File: src/rtl/seg7_scan_ctrl.sv
// Time-multiplexed scanner for a NUM_DIGITS common-anode 7-segment display.
// Ports: clk/rst (sync, active-high); enable, blank_lz controls; load_valid/
//   load_data/load_dp/load_ready value load port; anode/seg/dp active-low pins;
//   frame_done one-cycle end-of-frame pulse.

// Hex nibble to active-low 7-segment pattern, seg[6]=a .. seg[0]=g.
// Latency: combinational.
// Backpressure: none.
module seg7_bcd_dec (
  input  logic [3:0] nib,
  output logic [6:0] seg
);

  always_comb begin
    case (nib)
      4'h0:    seg = 7'b0000001;
      4'h1:    seg = 7'b1001111;
      4'h2:    seg = 7'b0010010;
      4'h3:    seg = 7'b0000110;
      4'h4:    seg = 7'b1001100;
      4'h5:    seg = 7'b0100100;
      4'h6:    seg = 7'b0100000;
      4'h7:    seg = 7'b0001111;
      4'h8:    seg = 7'b0000000;
      4'h9:    seg = 7'b0000100;
      4'hA:    seg = 7'b0001000;
      4'hB:    seg = 7'b1100000;
      4'hC:    seg = 7'b0110001;
      4'hD:    seg = 7'b1000010;
      4'hE:    seg = 7'b0110000;
      default: seg = 7'b0111000;
    endcase
  end

endmodule

// Scans one digit per slot, with blank guard cycles between digits.
// Latency: anode/seg/dp registered, 1 cycle behind scanner state; frame_done combinational.
// Backpressure: one-entry pending buffer; load_ready low until it commits at a frame edge.
module seg7_scan_ctrl #(
  parameter int NUM_DIGITS  = 8,
  parameter int REFRESH_DIV = 100000,
  parameter int GUARD_CYC   = 2
) (
  input  logic                    clk,
  input  logic                    rst,
  input  logic                    enable,
  input  logic                    blank_lz,
  input  logic                    load_valid,
  input  logic [4*NUM_DIGITS-1:0] load_data,
  input  logic [NUM_DIGITS-1:0]   load_dp,
  output logic                    load_ready,
  output logic [NUM_DIGITS-1:0]   anode,
  output logic [6:0]              seg,
  output logic                    dp,
  output logic                    frame_done
);

  // One counter serves both DRIVE and GUARD slots, so size it for the longer.
  localparam int CNT_MAX = (REFRESH_DIV > GUARD_CYC) ? REFRESH_DIV : GUARD_CYC;
  localparam int CNT_W   = (CNT_MAX > 1) ? $clog2(CNT_MAX) : 1;
  localparam int IDX_W   = (NUM_DIGITS > 1) ? $clog2(NUM_DIGITS) : 1;

  localparam logic [CNT_W-1:0] DRIVE_LAST = CNT_W'(REFRESH_DIV - 1);
  localparam logic [CNT_W-1:0] GUARD_LAST = CNT_W'((GUARD_CYC > 0) ? GUARD_CYC - 1 : 0);
  localparam logic [IDX_W-1:0] IDX_LAST   = IDX_W'(NUM_DIGITS - 1);

  localparam logic [1:0] ST_IDLE  = 2'd0;
  localparam logic [1:0] ST_DRIVE = 2'd1;
  localparam logic [1:0] ST_GUARD = 2'd2;

  // Value and decimal-point mask travel together from load port to display.
  typedef struct packed {
    logic [4*NUM_DIGITS-1:0] val;
    logic [NUM_DIGITS-1:0]   dpm;
  } disp_t;

  disp_t            pend_q;
  disp_t            disp_q;
  logic             pend_full;

  logic [1:0]       state;
  logic [1:0]       state_nxt;
  logic [IDX_W-1:0] idx;
  logic [IDX_W-1:0] idx_nxt;
  logic [CNT_W-1:0] cnt;
  logic [CNT_W-1:0] cnt_nxt;
  logic             slot_end;
  logic             frame_end;
  logic             commit;
  logic             load_fire;

  logic [3:0]            cur_nib;
  logic                  cur_dp;
  logic                  cur_blank;
  logic [NUM_DIGITS-1:0] lz_blank;
  logic                  zeros_above;
  logic [NUM_DIGITS-1:0] anode_sel;
  logic [6:0]            dec_seg;
  logic                  lit;

  // ---------------------------------------------------------------------------
  // Scanner FSM next state
  // ---------------------------------------------------------------------------
  always_comb begin
    state_nxt = state;
    idx_nxt   = idx;
    cnt_nxt   = cnt;
    slot_end  = 1'b0;
    case (state)
      ST_IDLE: begin
        if (enable) begin
          state_nxt = ST_DRIVE;
          idx_nxt   = '0;
          cnt_nxt   = '0;
        end
      end
      ST_DRIVE: begin
        if (cnt == DRIVE_LAST) begin
          cnt_nxt = '0;
          if (GUARD_CYC > 0) begin
            state_nxt = ST_GUARD;
          end else begin
            // No guard gap: the digit slot ends with its last drive cycle.
            slot_end = 1'b1;
            idx_nxt  = (idx == IDX_LAST) ? '0 : idx + 1'b1;
          end
        end else begin
          cnt_nxt = cnt + 1'b1;
        end
      end
      ST_GUARD: begin
        if (cnt == GUARD_LAST) begin
          cnt_nxt   = '0;
          state_nxt = ST_DRIVE;
          slot_end  = 1'b1;
          idx_nxt   = (idx == IDX_LAST) ? '0 : idx + 1'b1;
        end else begin
          cnt_nxt = cnt + 1'b1;
        end
      end
      default: begin
        state_nxt = ST_IDLE;
        idx_nxt   = '0;
        cnt_nxt   = '0;
      end
    endcase
    // Dropping enable parks the scanner from any state.
    if (!enable) begin
      state_nxt = ST_IDLE;
      idx_nxt   = '0;
      cnt_nxt   = '0;
    end
  end

  // A frame only completes if the scanner is actually going to continue;
  // a disable in that same cycle parks it instead.
  assign frame_end  = slot_end && (idx == IDX_LAST) && enable && !rst;
  assign frame_done = frame_end;

  // ---------------------------------------------------------------------------
  // Load port: single pending slot, committed at frame boundaries or when parked
  // ---------------------------------------------------------------------------
  assign load_ready = !pend_full;
  assign load_fire  = load_valid && load_ready;
  assign commit     = pend_full && ((state == ST_IDLE) || frame_end);

  always_ff @(posedge clk) begin
    if (rst) begin
      state     <= ST_IDLE;
      idx       <= '0;
      cnt       <= '0;
      pend_full <= 1'b0;
      pend_q    <= '0;
      disp_q    <= '0;
    end else begin
      state <= state_nxt;
      idx   <= idx_nxt;
      cnt   <= cnt_nxt;
      if (commit) begin
        disp_q <= pend_q;
      end
      // load_fire needs an empty slot and commit needs a full one, so the
      // two never coincide; a load in a commit cycle waits for the next edge.
      if (load_fire) begin
        pend_q    <= '{val: load_data, dpm: load_dp};
        pend_full <= 1'b1;
      end else if (commit) begin
        pend_full <= 1'b0;
      end
    end
  end

  // ---------------------------------------------------------------------------
  // Leading-zero blanking, from the committed value only
  // ---------------------------------------------------------------------------
  always_comb begin
    lz_blank    = '0;
    zeros_above = 1'b1;
    // Walk down from the top digit; a digit is a leading zero while every
    // nibble from it upward is zero. Digit 0 is never blanked.
    for (int i = NUM_DIGITS - 1; i >= 1; i--) begin
      zeros_above = zeros_above && (disp_q.val[4*i +: 4] == 4'h0);
      lz_blank[i] = blank_lz && zeros_above && !disp_q.dpm[i];
    end
  end

  // ---------------------------------------------------------------------------
  // Current digit select and decode
  // ---------------------------------------------------------------------------
  always_comb begin
    cur_nib   = 4'h0;
    cur_dp    = 1'b0;
    cur_blank = 1'b0;
    anode_sel = '1;
    for (int i = 0; i < NUM_DIGITS; i++) begin
      if (idx == IDX_W'(i)) begin
        cur_nib      = disp_q.val[4*i +: 4];
        cur_dp       = disp_q.dpm[i];
        cur_blank    = lz_blank[i];
        anode_sel[i] = 1'b0;
      end
    end
  end

  seg7_bcd_dec u_dec (
    .nib (cur_nib),
    .seg (dec_seg)
  );

  // enable gates the pins directly so the display goes dark on the first
  // cycle after enable drops, not one cycle later.
  assign lit = (state == ST_DRIVE) && enable && !cur_blank;

  always_ff @(posedge clk) begin
    if (rst) begin
      anode <= '1;
      seg   <= 7'h7F;
      dp    <= 1'b1;
    end else if (lit) begin
      anode <= anode_sel;
      seg   <= dec_seg;
      dp    <= ~cur_dp;
    end else begin
      anode <= '1;
      seg   <= 7'h7F;
      dp    <= 1'b1;
    end
  end

  a_one_anode: assert property (@(posedge clk) disable iff (rst) $countones(~anode) <= 1);

endmodule

File: config.mk
export PLATFORM = sky130hd
export DESIGN_NAME = seg7_scan_ctrl
export DESIGN_NICKNAME = d
export VERILOG_FILES = /design/src/rtl/seg7_scan_ctrl.sv
export SDC_FILE = /design/constraint.sdc
export NUM_CORES = 1
export LEC_CHECK = 0
export ABC_AREA = 1
export BUFFER_PORTS_ARGS = -buffer_cell sky130_fd_sc_hd__buf_2
export CELL_PAD_IN_SITES_DETAIL_PLACEMENT = 0
export CELL_PAD_IN_SITES_GLOBAL_PLACEMENT = 1
export CORE_AREA = 2 2 148 150
export CTS_BUF_LIST = sky130_fd_sc_hd__clkbuf_16
export DETAILED_ROUTE_END_ITERATION = 10
export DIE_AREA = 0 0 150 152
export PLACE_DENSITY_LB_ADDON = 0.3
export SKIP_LAST_GASP = 1
export SYNTH_ARGS = -nofsm -noshare
export SYNTH_HDL_FRONTEND = slang
export SYNTH_SLANG_ARGS = --single-unit
File: constraint.sdc
create_clock -name clk -period 2.7 [get_ports clk]
set_input_delay 0.27 -clock clk [delete_from_list [all_inputs] [get_ports clk]]
set_output_delay 0.27 -clock clk [all_outputs]
set_load 0.02 [all_outputs]
== Yosys cells after proc, flatten, opt, wreduce, memory -nomap -nowiden ==
Memories as Yosys holds them, arrays and structs flattened. A register that Yosys moved wholly into a read port is not among the register bits.
Cells that the tools add are included.

* Flip-flop bits (word level): 112
* Latch bits: 0
* RAM bits: 0
* Bits in read-only memories: 112
* Input bits: 45
* Logic and storage cells: 126
* Memories kept: 1

{| class="wikitable"
|+ Memory list
! memory !! depth !! width !! rd ports !! clocked after memory_dff !! wr ports !! line !! source
|-
| (name not given) || 16 || 7 || 1 || 1 || 0 || 15 || <nowiki>case (nib)</nowiki>
|}

* Add/sub/neg operators: 2
* $mul: 0
* Divide/modulo/power cells: 0
* $lt $le $gt $ge: 0
* Equal/unequal tests: 13
* Shift-type cells: 0
* Mux-type cells: 44
* Bitwise operators: 4
* Reduce and logical (&&, ||, !) cells: 52

{| class="wikitable"
|+ Operators by type and width
! operator !! count
|-
| 2-to-1 mux 17 bit || 2
|-
| case mux 17 bit (2 select lines) || 1
|-
| 2-to-1 mux 4 bit || 8
|-
| zero test 4 bit || 7
|-
| logical AND 1 bit || 27
|-
| 2-to-1 mux 1 bit || 27
|-
| adder 17 x 1 -> 17 bit (second input constant) || 1
|-
| == test 17 x 1 -> 1 bit (second input constant) || 1
|-
| == test 17 bit (second input constant) || 1
|-
| == test 3 bit (second input constant) || 4
|-
| zero test 1 bit || 10
|-
| == test 3 x 2 -> 1 bit (second input constant) || 2
|-
| 2-to-1 mux 3 bit || 2
|-
| case mux 2 bit (3 select lines) || 1
|-
| case mux 3 bit (2 select lines) || 1
|-
| 2-to-1 mux 2 bit || 2
|-
| inequality test 2 bit (second input constant) || 2
|-
| NOT 1 bit || 4
|-
| AND reduction 2 bit || 2
|-
| OR reduction 2 bit || 2
|-
| adder 3 x 1 -> 3 bit (second input constant) || 1
|-
| == test 3 x 1 -> 1 bit (second input constant) || 1
|-
| zero test 3 bit || 1
|-
| == test 2 x 1 -> 1 bit (second input constant) || 1
|-
| other kinds (4) || 4
|}

== Longest topological paths before layout ==
Gate-level depths: netlist of run 1.

* Depth in word-level cells: 20
* Depth in mapped cells: 19
* Mapped depth without buffers: 19

== Cells and area by module ==
Synthesis of run 1 repeated with hierarchy kept, for this count alone.

* Cells, all modules: 718
* Area, all modules: 5286.3 um^2

{| class="wikitable"
|+ By module, submodules not included
! module !! instances !! cells each !! area each (um^2)
|-
| seg7_scan_ctrl || 1 || 669 || 5012.3
|-
| seg7_bcd_dec || 1 || 49 || 274.0
|}

== Worst setup path after synthesis of run 1 ==
No wires, ideal clock.

* Kind: reg2reg
* Start point: register idx[0]
* End point: register seg[5]
* Arrival time: 2.039 ns
* Required time: 2.583 ns
* Path slack: 0.544 ns
* Stages on the path, launching flop included: 15
* Clock period less this slack: 2.156 ns
* Path through: dfxtp_1 ha_1 ha_1 clkbuf_1 inv_1 o21ai_0 a31oi_1 nand2_1 nand2_1 inv_1 ha_1 inv_1 nor3_1 a21oi_1 nand2_1

* Cells in the longest elaborated chain, start to end: 12

{| class="wikitable"
|+ RTL lines
! what !! line !! source
|-
| start: declaration || 84 || <nowiki>logic [IDX_W-1:0] idx;</nowiki>
|-
| start signal: assignment || 178 || <nowiki>idx <= idx_nxt;</nowiki>
|-
| == test 3 x 1 -> 1 bit || 217 || <nowiki>if (idx == IDX_W'(i)) begin</nowiki>
|-
| 2-to-1 mux 1 bit (7 in series) || 217 ||
|-
| zero test 1 bit || 233 || <nowiki>assign lit = (state == ST_DRIVE) && enable && !cur_blank;</nowiki>
|-
| logical AND 1 bit || 233 ||
|-
| NOT 1 bit (no line) || - ||
|-
| OR reduction 2 bit (no line) || - ||
|-
| end: declaration || 54 || <nowiki>output logic [6:0] seg,</nowiki>
|}

Several ways; a longest one is shown, not always the timed one.
A chain may end at the register's enable or synchronous reset.

== Final worst setup path of run 1 ==
Ends and elaborated chain as after synthesis.

==> results of run 1 <==
-- sequential cells by signal, indices dropped and copies added (netlist names) --
signal     count
cnt           17
dp             1
state          2
pend_q        40
seg            7
pend_full      1
anode          8
idx            3
disp_q        40
-- worst max-delay path by stage --
stage	startpoint	endpoint	slack, ps	cells after the start
after detailed placement	idx[0]	seg[5]	180	18
after global routing	idx[2]	seg[1]	-20	17
after global placement	idx[2]	seg[1]	310	17
after floorplan	idx[0]	seg[5]	540	14
final	idx[0]	seg[5]	260	14
after CTS	idx[0]	seg[5]	160	18
-- cells in the final DEF, fill, tap and decap left out --
master,synthesis,layout
dfxtp_2,0,1
clkinv_1,1,4
nor3_1,14,14
inv_1,80,82
a21boi_4,1,1
or2_1,1,1
bufinv_16,0,4
nand2_4,1,1
ha_2,0,1
dfxtp_1,119,118
nor3b_1,1,1
clkbuf_16,0,17
buf_4,1,10
or2_2,1,1
nand4_1,7,7
inv_2,3,3
nor2_2,1,2
inv_6,0,2
xor2_1,2,2
nand2_1,231,230
clkinv_4,0,2
nor2_4,0,1
o21ai_0,16,16
a31oi_1,5,5
o22ai_1,1,1
clkinv_2,0,2
o21ai_1,1,1
o21ai_2,1,1
nand2_2,2,3
nand3_1,21,21
nor2_1,67,65
a211oi_1,31,31
buf_2,7,62
a21oi_1,73,73
ha_1,18,17
nor4_1,6,6
a311oi_1,1,1
-- critical path, cell delays in order, from the launching register on --
cell      delay, ps
dfxtp_1         360
inv_1           100
ha_1            260
nand2_1         220
inv_1           170
a211oi_1        210
nand2_1          90
nand2_1          90
nand2_1         110
inv_1           160
ha_1            250
inv_1            70
nor3_1           50
a21oi_1         120
nand2_1          60
-- per-stage QoR --
stage,setup TNS [ps],utilization [%],instances
after floorplan,0,-,735
final,0,30.4,1090
after global placement,0,27.5,1058
after global routing,-26.3,30.4,1090
after CTS,0,30.3,1090
after detailed placement,0,27.5,1058
-- layer usage --
layer | wire length [um] | share of wire, % | up-vias
met5 | 0 | 0 | -
li1 | - | - | 2492
met4 | 254 | 1.9 | 0
met1 | 7120 | 52 | 2070
met2 | 5770 | 42 | 86
met3 | 557 | 4.1 | 18
-- cell type report --
cell class | instances | area (um2) | share of cell area, %
inverter | 84 | 315 | 4.86
timing repair buffer | 72 | 385 | 5.94
tap | 280 | 350 | 5.40
clock inverter | 15 | 184 | 2.84
clock buffer | 17 | 425 | 6.56
sequential | 119 | 2380 | 36.8
multi-input combinational | 503 | 2440 | 37.6
-- timing repair --
item / CTS / global route
setup buffers: 0 / 0
gates resized for setup: 0 / 4
endpoints found under the setup margin: 0 / 5
-- cells by family after synthesis --
kind of cell	synth area share [%]
xor gates and xnor gates	0.334
AOI/OAI and AO/OA	14.4
DFF	45.4
adders and majority gates	4.29
buffers and inverters	8.33
and+or+nand+nor	27.2
-- power breakdown --
group / total [mW] / switching (mW) / internal, mW / leakage (nW)
registers: 1.89 / 0.0437 / 1.84 / 0.971
clock network: 2.35 / 0.824 / 1.53 / 0.307
logic: 0.439 / 0.289 / 0.150 / 1.36
total: 4.68 / 1.16 / 3.52 / 2.64
==> results.cfg, run 1 <==
[run_status]
status = finished clean

[global_route]
use_met2_pct = 18.2
grt-ovfl-total = 0
gr-usage-all-layers_pct = 12.7
grt_pass1_wl_mm = 22.9
use_met3_pct = 3.12
antenna_found_initial = 0
grt_max_degree = 82
grt_pass1_vias = 4512
met1_usage_pct = 17.9
grt_most_used_layer = met2

[die]
dieArea_um2 = 22800
fp-row-count = 54
die_h_um = 152
start_util_pct = 24.6
io_pins = 63
coreArea_um2 = 21400
die_width_um = 150

[power]
p_total_mw = 4.68
irDropWorstVdd_mv = 0.342
p_leak_nw = 2.64
power-per-cell-area_nw_per_um2 = 722

[yosys]
syn_nets = 798
synth_area_um2 = 5240
yosys-top-cells-area = dfxtp_1, nand2_1, a21oi_1
yosysTopAreaCell = dfxtp_1
avgSynthCellArea_um2 = 7.13
ys_seq_area_share_pct = 45.4
synth_common_cells = nand2_1, dfxtp_1, inv_1, a21oi_1, nor2_1
yosysMostFrequentCell = nand2_1
synth_top_area_share_pct = 45.4
synthCells = 735
synth_edf_count = 0
yosys.cell_types.count = 31
async_flop_share_pct = 0
synth_ff_type = dfxtp_1
ys_ff_latch = 119
ys_warn_count = 0

[timing]
fin_skew_ps = 11.1
hold_viol_final = 0
slew_headroom_pct = 40.9
final.min_clock_period_ps = 2440
maxSlewViolCount = 0
holdWs_ps = 99.8
worst-slew-pin-transition_ps = 886
fin_crit_sh_pct = 90.5
rsz0062_at_grt = yes
setup_viol = 0
max_freq_ghz = 0.409
setup_slack_ps = 255

[worst_setup_path]
criticalPathCategory = reg -> reg
cp.arrival_ps = 2750
reg2reg_to = seg[5]
endpoint_kind = register
r2r_setup_slack_ps = 260
reg2reg_depth = 14
critPathLaunchType = register
rr_startpoint = idx[0]
worstPathRequired_ps = 3010
path_max_fanout = 8

[min_path]
hold_depth = 3
min_to = pend_q[34]
min_from = load_data[26]
hold_path_class = in -> reg

[clock_network]
cts.hold.buffers_added = 0
clk_pin_slew_ps = 60
clockRootBuffer = clkbuf_16
clk_path_buf_depth = 2
numCtsBuffers = 17
htree_levels = 4
clock-sinks = 119
clock_latency_ps = 420
cts_tree = built

[flow_run]
maxCapViolations = 0

[routing]
drt_iter0_drc = 279
wl_per_cell_um = 12.6
post_drt_via_cell_ratio = 4.28
routed_wl_mm = 13.7
vias = 4666
antenna_left = 0
drc = 0
firstDrtPassIters = 4

[placed_design]
pre_cts_slack_ps = 179
dpl-instance-area_um2 = 5860
detailed_place_hpwl_mm = 9.78
numPortBuffers = 62
gp_congestion = 0.782

[cells_and_area]
layout.nets = 860
nFillCells = 2411
syn_to_final_growth_pct = 23.6
drive_gt1_share_pct = 14.1
diodes = 0
fin_area_um2 = 6480
Power figures use the tool's default switching activity.
==> run 2: changes to the inputs <==
- clock period: 2.7 -> 2.5 ns (I/O delays scaled with it)
==> results.cfg, run 2 (same netlist as run 1, synthesis figures left out) <==
[run_status]
status = finished clean

[clock_network]
clock_latency_ps = 420
clk_pin_slew_ps = 60
clock-sinks = 119
clockRootBuffer = clkbuf_16
cts_tree = built
numCtsBuffers = 17
htree_levels = 4
clk_path_buf_depth = 2

[global_route]
gr-usage-all-layers_pct = 12.8
antenna_found_initial = 0
grt-ovfl-total = 0
grt_pass1_vias = 4682
grt_pass1_wl_mm = 23.2
grt_max_degree = 82

[cells_and_area]
fin_area_um2 = 6480
seqCellArea_um2 = 2380
mostFrequentLayoutCells = nand2_1, dfxtp_1, inv_1
fin_util_pct = 30.4
nFillCells = 2430
final_common_cell = nand2_1
reg_top3 = disp_q: 40 flops, pend_q: 40 flops, cnt: 17 flops
diodes = 0
layout.nets = 867
multi_input_area_um2 = 2460
drive_gt1_share_pct = 15.8
syn_to_final_growth_pct = 23.6

[worst_setup_path]
crit_top_cell = nand2_1
criticalPathCategory = reg -> reg
slowest_delay_ps = 330
cp.arrival_ps = 2570
path_max_fanout = 5
crit_chain = inv_1, ha_2, inv_1, nor2_4, nand2_1, nand3_1, nand3_1, nand2_1, nand2_1, nand2_1, nand2_1, nand2_2, inv_2, ha_1, inv_1, nor3_1, a21oi_1, nand2_1
critPathTopFamily = simple AND/OR/NAND/NOR gates
cp_slowest_cell = dfxtp_1
critPathLaunchType = register
worst-path-buf-inv = 4
worstPathRequired_ps = 2810
endpoint_kind = register

[routing]
post_drt_via_cell_ratio = 4.28
drc = 0
antenna_left = 0
routed_wl_mm = 13.6
wl_per_cell_um = 12.4
vias = 4699
drt_iter0_drc = 190
firstDrtPassIters = 4

[timing]
max_freq_ghz = 0.443
final.min_clock_period_ps = 2260
fin_tns_setup_ps = 0
fin_skew_ps = 6.38
fin_crit_sh_pct = 90.3
hold_viol_final = 0
slew_headroom_pct = 41.2
setup_viol = 0
rsz0062_at_grt = no
maxSlewViolCount = 0
worst-slew-pin-transition_ps = 883

[die]
die_h_um = 152
die_width_um = 150
dieArea_um2 = 22800
coreArea_um2 = 21400
start_util_pct = 24.6
fp-row-count = 54
io_pins = 63

[flow_run]
maxCapViolations = 0

[power]
power-per-cell-area_nw_per_um2 = 735
irDropWorstVdd_mv = 0.318
p_leak_nw = 2.64

[placed_design]
dpl-instance-area_um2 = 5900
numPortBuffers = 62
gp_congestion = 0.787
detailed_place_hpwl_mm = 9.73

[min_path]
hold_path_class = in -> reg
run 2: through the flow:
step                      hold WS, ps  cells  worst slack (ps)  power (mW)
after global placement            438   1063               139        2.56
after detailed placement          444   1063              46.4        2.56
final                            79.6   1097               242        4.77
after floorplan                   399    735               344        2.40
after global routing             72.4   1097              8.39        5.01
after CTS                        56.4   1095              27.1        4.85
run 2: worst paths after layout:
check	startpoint	slack, ps	end	cells past startpoint
min	load_data[14]	80	pend_q[22]	3
max	idx[1]	240	seg[5]	18
min reg2reg	pend_q[9]	460	disp_q[9]	2
max reg2reg	idx[1]	240	seg[5]	18
run 2: routing by layer:
metal / part of all wire [%] / routed length, um / vias up / track usage, %
met2: 42 / 5700 / 68 / 18.5
met3: 3.1 / 420 / 18 / 2.70
li1: - / - / 2502 / -
met4: 1.9 / 255 / 0 / 5.17
met1: 53 / 7260 / 2111 / 18.3
met5: 0 / 0 / - / 0
run 2: what timing repair did:
action	CTS	global route
setup endpoints to repair	0	7
resized for setup	0	12
setup buffers	0	2
hold buffers	0	0
run 2: worst min-delay path, cell delays in order:
cell	delay (ps)
buf_2	90
nand2_1	50
a21oi_1	50
run 2: layout make-up:
class / count / share of cell area (%)
Clock inverter: 15 / 1.74
Tap cell: 280 / 5.41
Timing Repair Buffer: 79 / 6.76
Sequential cell: 119 / 36.8
Multi-Input combinational cell: 503 / 37.9
Inverter: 84 / 4.86
Clock buffer: 17 / 6.56
run 2: report_power, final:
group	total (mW)	switching [mW]	internal (mW)	leakage (nW)
combinational	0.478	0.311	0.166	1.40
sequential	2.04	0.0476	1.99	0.971
clock	2.25	0.901	1.35	0.275
total	4.77	1.26	3.51	2.64
==> run 3: changes to the inputs <==
- CTS_BUF_LIST: sky130_fd_sc_hd__clkbuf_16 -> sky130_fd_sc_hd__clkbuf_2 sky130_fd_sc_hd__clkbuf_4 sky130_fd_sc_hd__clkbuf_8
- CTS_CLUSTER_SIZE: not set -> 24
==> results.cfg, run 3 (same netlist as run 1, synthesis figures left out) <==
[die]
die_h_um = 152
fp-row-count = 54
coreArea_um2 = 21400
io_pins = 63
dieArea_um2 = 22800
die_width_um = 150
start_util_pct = 24.6

[power]
power_switching_mw = 1.18
p_leak_nw = 2.56
p_total_mw = 4.20
p_int_mw = 3.02
pwr-share-comb_pct = 11.4
irDropWorstVdd_mv = 0.247
p_sw_share_pct = 28.2
clkPwrFrac_pct = 40.1
power_frac_seq_pct = 48.5
power-per-cell-area_nw_per_um2 = 665

[timing]
setup_viol = 0
fin_tns_setup_ps = 0
fin_skew_ps = 11.8
maxSlewViolCount = 0
fin_crit_sh_pct = 90.8
hold_viol_final = 0
worst-slew-pin-transition_ps = 886
rsz0062_at_grt = no
final.min_clock_period_ps = 2270
slew_headroom_pct = 40.9
max_freq_ghz = 0.441

[clock_network]
cts.hold.buffers_added = 0
clock-sinks = 119
cts_tree = built
clk_pin_slew_ps = 80
clock_latency_ps = 450
clockRootBuffer = clkbuf_8
numCtsBuffers = 17
htree_levels = 4
clk_path_buf_depth = 2

[cells_and_area]
layout.nets = 867
syn_to_final_growth_pct = 20.5
final_common_cell = nand2_1
mostFrequentLayoutCells = nand2_1, dfxtp_1, inv_1
fin_area_um2 = 6320
final_cells = 1097
fin_util_pct = 29.6
diodes = 0
drive_gt1_share_pct = 16.3
reg_top3 = disp_q: 40 flops, pend_q: 40 flops, cnt: 17 flops

[run_status]
status = finished clean

[flow_run]
maxCapViolations = 0

[worst_setup_path]
crit_chain = inv_1, ha_2, inv_1, nor2_4, nand2_1, nand3_1, nand3_1, nand2_1, nand2_1, nand2_1, nand2_1, nand2_2, inv_2, ha_1, inv_1, nor3_1, a21oi_1, nand2_1
path_max_fanout = 5
critPathLaunchType = register
worstPathRequired_ps = 2830
cp.arrival_ps = 2600
crit_top_cell = nand2_1
slowest_delay_ps = 340
cp_slowest_cell = dfxtp_1
endpoint_kind = register
criticalPathCategory = reg -> reg

[global_route]
use_met2_pct = 18.5
use_met3_pct = 3.06
grt-ovfl-total = 0
grt_pass1_wl_mm = 23.2
grt_max_degree = 82
met1_usage_pct = 18.3
antenna_found_initial = 0
grt_most_used_layer = met2
grt_pass1_vias = 4684
gr-usage-all-layers_pct = 12.7

[placed_design]
placed_cells = 1063
gp_congestion = 0.787
detailed_place_hpwl_mm = 9.73
numPortBuffers = 62
dpl-instance-area_um2 = 5900

[routing]
post_drt_via_cell_ratio = 4.26
firstDrtPassIters = 4
routed_wl_mm = 13.6
drt_iter0_drc = 196
wl_per_cell_um = 12.4
antenna_left = 0
vias = 4669
drc = 0

[min_path]
hold_path_class = in -> reg
-- run 3: metrics by stage --
step | worst slack [ps] | hold WS, ps
floorplan | 344 | 399
global placement | 139 | 438
detailed placement | 46.4 | 444
CTS | 23.9 | 9.16
global route | 5.22 | 25.6
finish | 231 | 49.7
-- run 3: worst max-delay path, delay by kind of cell, from the launching register on --
family / cells / cell delay, ps
buffers and inverters: 4 / 350
and+or+nand+nor: 11 / 840
DFF: 1 / 340
adders and majority gates: 2 / 500
AOI/OAI and AO/OA: 1 / 120
-- run 3: power by group through the flow --
| stage | clock network, mW | logic [mW] | registers, mW |
|---|---|---|---|
| after floorplan | 0 | 0.332 | 2.07 |
| after global routing | 1.83 | 0.557 | 2.05 |
| final | 1.69 | 0.478 | 2.04 |
| after CTS | 1.76 | 0.482 | 2.04 |
| after global placement | 0 | 0.482 | 2.08 |
| after detailed placement | 0 | 0.480 | 2.08 |
-- run 3: final timing paths --
check                           depth (start not counted)  slack (ps)         to        from
worst max-delay path                                   18         230     seg[5]      idx[1]
worst min-delay path                                    3          50  pend_q[3]  load_dp[3]
worst max register to register                         18         230     seg[5]      idx[1]
worst min register to register                          2         460  disp_q[9]   pend_q[9]
-- run 3: what timing repair did --
item                                    4_1_cts  5_1_grt
resized for setup                             0       12
buffers inserted                              0        2
endpoints found under the setup margin        0        7
-- run 3: routing by layer --
| layer | wire length, um | vias up |
|---|---|---|
| met1 | 7190 | 2091 |
| li1 | - | 2498 |
| met4 | 169 | 0 |
| met2 | 5740 | 67 |
| met3 | 537 | 13 |
| met5 | 0 | - |
-- run 3: layout make-up --
type	instances	area, um2
clock buffers	21	277
clock inverters	11	97.6
fillers	2444	15000
inverters	84	315
multi-input cells	503	2460
flip-flops and latches	119	2380
well taps	280	350
repair buffers	79	438
